$ cat src/rtl/clock_pkg.sv
// Shared clock-control definitions: mode state encoding seen by the display logic.
package clock_pkg;

  typedef enum logic [1:0] {
    MODE_RUN      = 2'd0,
    MODE_SET_MIN  = 2'd1,
    MODE_SET_HOUR = 2'd2
  } mode_e;

endpackage

$ cat src/rtl/btn_pulse.sv
// Push-button front end: 2-flop synchronizer, level debounce, rising-edge press pulse.
// Pulse is registered; a button held through reset must be released before it can fire.
module btn_pulse #(
  parameter int DEBOUNCE_CYC = 4
) (
  input  logic clk,
  input  logic rst_n,
  input  logic btn,
  output logic press
);

  localparam int CW = (DEBOUNCE_CYC < 2) ? 1 : $clog2(DEBOUNCE_CYC);

  logic          sync1;
  logic          sync2;
  logic [1:0]    vld;
  logic          stable;
  logic [CW-1:0] cnt;

  // stable resets high so a press held through reset only ever debounces to a release
  always_ff @(posedge clk or negedge rst_n) begin
    if (!rst_n) begin
      sync1  <= 1'b0;
      sync2  <= 1'b0;
      vld    <= 2'b00;
      stable <= 1'b1;
      cnt    <= '0;
      press  <= 1'b0;
    end else begin
      sync1 <= btn;
      sync2 <= sync1;
      vld   <= {vld[0], 1'b1};
      press <= 1'b0;
      if (vld[1] && (sync2 != stable)) begin
        if (cnt == CW'(DEBOUNCE_CYC - 1)) begin
          stable <= sync2;
          cnt    <= '0;
          press  <= sync2;
        end else begin
          cnt <= cnt + 1'b1;
        end
      end else begin
        cnt <= '0;
      end
    end
  end

endmodule

$ cat src/rtl/time_set_ctrl.sv
// Clock control: run-mode carry chain on tick_1hz, set-mode field increments from buttons.
// All pulse outputs are registered, one cycle after the qualifying tick or press.
module time_set_ctrl
  import clock_pkg::*;
#(
  parameter int DEBOUNCE_CYC = 4,
  parameter int MIN_MAX      = 59,
  parameter int HOUR_MAX     = 23
) (
  input  logic       clk,
  input  logic       rst_n,
  input  logic       tick_1hz,
  input  logic       btn_mode,
  input  logic       btn_inc,
  input  logic [5:0] sec,
  input  logic [6:0] min,
  input  logic [4:0] hour,
  output logic       count_sec,
  output logic       count_min,
  output logic       count_hour,
  output logic       set_min,
  output logic       set_hour,
  output logic       clr_sec,
  output logic       clr_min,
  output logic       clr_hour,
  output logic [1:0] mode,
  output logic       blink
);

  mode_e state, state_nxt;
  logic  mode_press, inc_press;
  logic  c_sec, c_min, c_hour, s_min, s_hour, cl_sec, cl_min, cl_hour, blink_nxt;

  btn_pulse #(.DEBOUNCE_CYC(DEBOUNCE_CYC)) u_btn_mode (
    .clk(clk), .rst_n(rst_n), .btn(btn_mode), .press(mode_press)
  );

  btn_pulse #(.DEBOUNCE_CYC(DEBOUNCE_CYC)) u_btn_inc (
    .clk(clk), .rst_n(rst_n), .btn(btn_inc), .press(inc_press)
  );

  always_ff @(posedge clk or negedge rst_n) begin
    if (!rst_n) state <= MODE_RUN;
    else        state <= state_nxt;
  end

  always_comb begin
    state_nxt = state;
    if (mode_press) begin
      case (state)
        MODE_RUN:     state_nxt = MODE_SET_MIN;
        MODE_SET_MIN: state_nxt = MODE_SET_HOUR;
        default:      state_nxt = MODE_RUN;
      endcase
    end
  end

  always_comb begin
    c_sec   = 1'b0;
    c_min   = 1'b0;
    c_hour  = 1'b0;
    s_min   = 1'b0;
    s_hour  = 1'b0;
    cl_sec  = 1'b0;
    cl_min  = 1'b0;
    cl_hour = 1'b0;
    if (state == MODE_RUN && tick_1hz) begin
      if (int'(sec) < MIN_MAX) c_sec = 1'b1;
      else begin
        cl_sec = 1'b1;
        if (int'(min) < MIN_MAX) c_min = 1'b1;
        else begin
          cl_min = 1'b1;
          if (int'(hour) < HOUR_MAX) c_hour = 1'b1;
          else                       cl_hour = 1'b1;
        end
      end
    end
    // leaving RUN clears seconds; the clear overrides a coincident seconds increment
    if (state == MODE_RUN && mode_press) begin
      cl_sec = 1'b1;
      c_sec  = 1'b0;
    end
    if (inc_press && !mode_press) begin
      if (state == MODE_SET_MIN) begin
        if (int'(min) < MIN_MAX) s_min = 1'b1;
        else                     cl_min = 1'b1;
      end else if (state == MODE_SET_HOUR) begin
        if (int'(hour) < HOUR_MAX) s_hour = 1'b1;
        else                       cl_hour = 1'b1;
      end
    end
    if (state_nxt != state || state == MODE_RUN) blink_nxt = 1'b0;
    else if (tick_1hz)                           blink_nxt = ~blink;
    else                                         blink_nxt = blink;
  end

  always_ff @(posedge clk or negedge rst_n) begin
    if (!rst_n) begin
      count_sec  <= 1'b0;
      count_min  <= 1'b0;
      count_hour <= 1'b0;
      set_min    <= 1'b0;
      set_hour   <= 1'b0;
      clr_sec    <= 1'b0;
      clr_min    <= 1'b0;
      clr_hour   <= 1'b0;
      blink      <= 1'b0;
    end else begin
      count_sec  <= c_sec;
      count_min  <= c_min;
      count_hour <= c_hour;
      set_min    <= s_min;
      set_hour   <= s_hour;
      clr_sec    <= cl_sec;
      clr_min    <= cl_min;
      clr_hour   <= cl_hour;
      blink      <= blink_nxt;
    end
  end

  assign mode = state;

endmodule

$ cat config.mk
export PLATFORM = sky130hd
export DESIGN_NAME = time_set_ctrl
export DESIGN_NICKNAME = d
export VERILOG_FILES = /design/src/rtl/clock_pkg.sv /design/src/rtl/btn_pulse.sv /design/src/rtl/time_set_ctrl.sv
export SDC_FILE = /design/constraint.sdc
export NUM_CORES = 1
export LEC_CHECK = 0
export BUFFER_PORTS_ARGS = -buffer_cell sky130_fd_sc_hd__buf_2
export CELL_PAD_IN_SITES_DETAIL_PLACEMENT = 0
export CELL_PAD_IN_SITES_GLOBAL_PLACEMENT = 2
export CORE_UTILIZATION = 31
export DETAILED_ROUTE_END_ITERATION = 6
export HOLD_SLACK_MARGIN = 0.08
export PLACE_DENSITY = 0.76
export SLEW_MARGIN = 20
export SYNTH_ARGS = -nofsm -noshare
export SYNTH_HDL_FRONTEND = slang
export SYNTH_HIERARCHICAL = 1
export SYNTH_SLANG_ARGS = --single-unit
$ cat constraint.sdc
create_clock -name clk -period 1.29 [get_ports clk]
set_input_delay 0.0645 -clock clk [delete_from_list [all_inputs] [get_ports clk]]
set_output_delay 0.0645 -clock clk [all_outputs]
set_load 0.005 [all_outputs]
==> metrics list <==
- Routed WL: 1670 um
* Final net count: 148
- For this run, the number of standard cells in the final layout without fillers is 166.
- The share of total power dissipated in the clock network is 0.221.
* Number of clock sinks seen by CTS: 27
- Reg area: 678 sq um
- Hold buffers post-CTS: 8
* Leading cell type by number of instances after synthesis: dfrtp_1
- The share of synthesized area in the top cell type comes to 0.602.
* Area of the multi-input gates: 358 sq um
* Initial DRC count: 15
- Synthesis produced 76 cells.
* Switching power total: 354 uW
- After clock tree synthesis, the clock-pin slew on the worst setup and hold paths is 130 ps.
- Synthesis produced a netlist with a net count of roughly 100.
- Iteration count of the initial detailed-routing pass: 2
- Measured on the finished design, the core utilization comes to 0.439.
- Share of total power in combinational logic: 0.145
* Peak VDD IR: 0.650 mV
- A synthesized cell averages ~14 sq um.
- Final total negative setup slack: 0 ps
- TritonCTS built the clock tree.
- Relative to the synthesized area, the layout overhead comes to 32.1%.
- Upper clock frequency limit: about 870 MHz
* Worst clock skew on the final layout: 3.39 ps
* Port Buf Inserts: 33
- PD cells: 1100 mW/mm^2
- Via/cell ratio: 4.23
- At the pin with the least slew margin, the transition time is around 560 ps.
- Synth top area cells: dfrtp_1, dfstp_2, mux2_2, nor4b_2, nand2_1
- HPWL after detailed placement: 1240 um
* Setup repair after global routing missed its margin: no
* Via count of the first global-routing pass: 655
- For this design the top-level I/O count stands at 34.
- Entering global routing, the biggest net connects 28 pins.
- Crit Path Max Fanout: 2
- Of the total synthesized cell area, the portion taken by AND, OR, NAND and NOR gates is 0.188.
* Xor/xnor share of the synthesized area: 0.0253
- The compound-cell area share of the yosys netlist was 0.0674.
- After detailed placement, the design holds a cell count of around 150.
- Gates resized, CTS repair: 0
- Data on the critical path is required at its endpoint by between 1500 and 2000 ps.
- Sort of element at the start of the critical path: flip-flop
- Across every metal layer, demand over resource in global routing totals 0.103.
* Global-route wire length before repair: 2720 um
- Data arrival time of the worst path: roughly 1400 ps
* Net switching share of the total power: 0.234
- Number of distinct standard cells referenced by the synthesized netlist: 29
* Initial antenna violation count: 0
- The analysis attributes to cell leakage a power of 0.000697 uW.
* Number of core rows: 20
- The die is 59.9 um wide.
- The tool flagged a number of max-cap violations equal to 0.
* Min-Delay Path Class: input pin to flip-flop
- In this run, synthesis produced a sequential element count of 27.
* Worst Setup Path Type: flip-flop to flip-flop
- Full die area: around 0.0036 sq mm
- Fraction of layout instances using a drive strength above 1: 0.434
- The flow ran to the end, and the final reports show no timing, DRC or antenna violations.
- In the final routed layout, each cell accounts on average for 10.1 um.
- The internal portion of the total power is roughly 1200 uW.
* Post-synthesis cell area: 0.00104 sq mm
- Remaining global-route overflow: 0
- Relative slew slack: 0.624
- Maximum clock insertion buffer count: 2
* Slew Limit Fails: 0
* Number of setup violations in the final report: 0
- At the later pin of the worst-skew pair, clock insertion delay measures about 300 ps.
* DR DRC count: 0
- Placer Congestion: 0.707
* Total via count in the routed design: 702
- Fill cells in the final layout number 307.
* Synth Flop Type: dfrtp_1
* Number of nets with antenna violations after detailed routing: 0
- The repair_antennas step left the layout with diodes totalling 0.
- Part of the Yosys area used for sequential elements: 0.652
- Post-synthesis mux area share: 0.0325
* Setup repair bufs after CTS: 0
- Fin crit share: 0.888
- Main combinational cell family by area after synthesis: simple AND/OR/NAND/NOR gates
* Fin. Hold Viols: 0
* CTS H-tree depth: 1
* Vertical extent of the die: 59.9 um
* Starting density of the core: 0.332
* Cell type contributing the most total cell area after synthesis: dfrtp_1
- Root buf cell: clkbuf_4
* Fraction of synthesis flops using an asynchronous set or reset pin: 1.00
- The share of total power dissipated in sequential elements is 0.634.
* Minimum clock period after layout: around 1100 ps
* Post-layout worst setup margin: 144 ps
- Number of buffers created by CTS: 3
* Most used standard cells in the synthesized netlist: dfrtp_1, nand2_1, nor2_1
* Area of the core: 0.00313 sq mm
- Crit end category: flip-flop
- Of the total synthesized cell area, the portion taken by full adders, half adders and majority gates is 0.0241.
* Number of warnings printed during yosys synthesis: 6
- Worst setup slack after placement: 157 ps
- Number of synthesized flops with an enable pin: 0
[layout make-up]
type	instances	share of cell area
sequential	27	0.494
multi-input combinational	48	0.260
timing repair buffer	42	0.184
tap	44	0.0401
clock buffer	4	0.0191
inverter	1	0.00273
[critical path, stage by stage (launching register included)]
cell and delay, ps:
dfrtp_1 420, ha_1 230, nand2_1 110, mux2_2 340
[final timing paths]
path	from	to	slack [ps]	cells after the start
worst max-delay path	u_btn_mode/cnt[0]	u_btn_mode/stable	140	3
worst min-delay path	sec[1]	count_sec	100	3
worst max register to register	u_btn_mode/cnt[0]	u_btn_mode/stable	140	3
worst min register to register	u_btn_inc/sync1	u_btn_inc/sync2	360	0
max in group asynchronous	rst_n	u_btn_mode/stable	630	2
min in group asynchronous	rst_n	clr_sec	280	2
[logic make-up (layout without fill, tap and decap cells)]
logic type,after synthesis,in the layout
AO/OA/AOI/OAI,10,10
XOR/XNOR,3,3
adder cells (fa/ha/maj),2,2
buffers and inverters,1,47
flip-flops,27,27
multiplexers,3,3
other,2,2
AND/OR/NAND/NOR,28,28
[registers in the layout, indices dropped and copies added (netlist names), 2 cells and up]
signal	flops
mode	2
u_btn_inc/cnt	2
u_btn_inc/vld	2
u_btn_mode/cnt	2
u_btn_mode/vld	2
[power by group through the flow]
| stage | sequential [uW] | combinational (uW) | clock, uW |
|---|---|---|---|
| floorplan | 972 | 118 | 0 |
| global placement | 972 | 202 | 0 |
| detailed placement | 977 | 205 | 0 |
| CTS | 961 | 224 | 366 |
| global route | 967 | 251 | 406 |
| finish | 960 | 219 | 335 |
[metrics by stage]
stage                     cell area [sq um]  power, uW  hold WS [ps]
after global routing                   1370       1620           104
after CTS                              1370       1550          87.2
after detailed placement               1270       1180          98.1
final                                  1370       1510           102
after floorplan                        1040       1090          -231
after global placement                 1270       1170          98.7
[metal layers]
| layer | global-route usage | part of all wire | wire [um] | up-vias |
|---|---|---|---|---|
| met5 | 0 | 0 | 0 | - |
| met3 | 0.0303 | 0.073 | 122 | 2 |
| met2 | 0.176 | 0.47 | 794 | 24 |
| met4 | 0.0498 | 0.0084 | 14 | 0 |
| li1 | - | - | - | 351 |
| met1 | 0.118 | 0.44 | 741 | 325 |
[cell usage in the layout (no fill, tap or decap), types with 2 or more instances in the layout]
cell,synthesis,layout
a21o_1,2,2
a21oi_1,2,2
and3_2,2,2
buf_2,0,33
clkbuf_4,0,3
conb_1,2,2
dfrtp_1,25,25
dfstp_2,2,2
dlygate4sd3_1,0,8
ha_1,2,2
mux2_2,3,3
nand2_1,7,7
nor2_1,5,5
nor3b_1,2,2
nor3b_2,2,2
nor4b_2,2,2
xnor2_1,3,3
(Power assumes the default switching activity.)
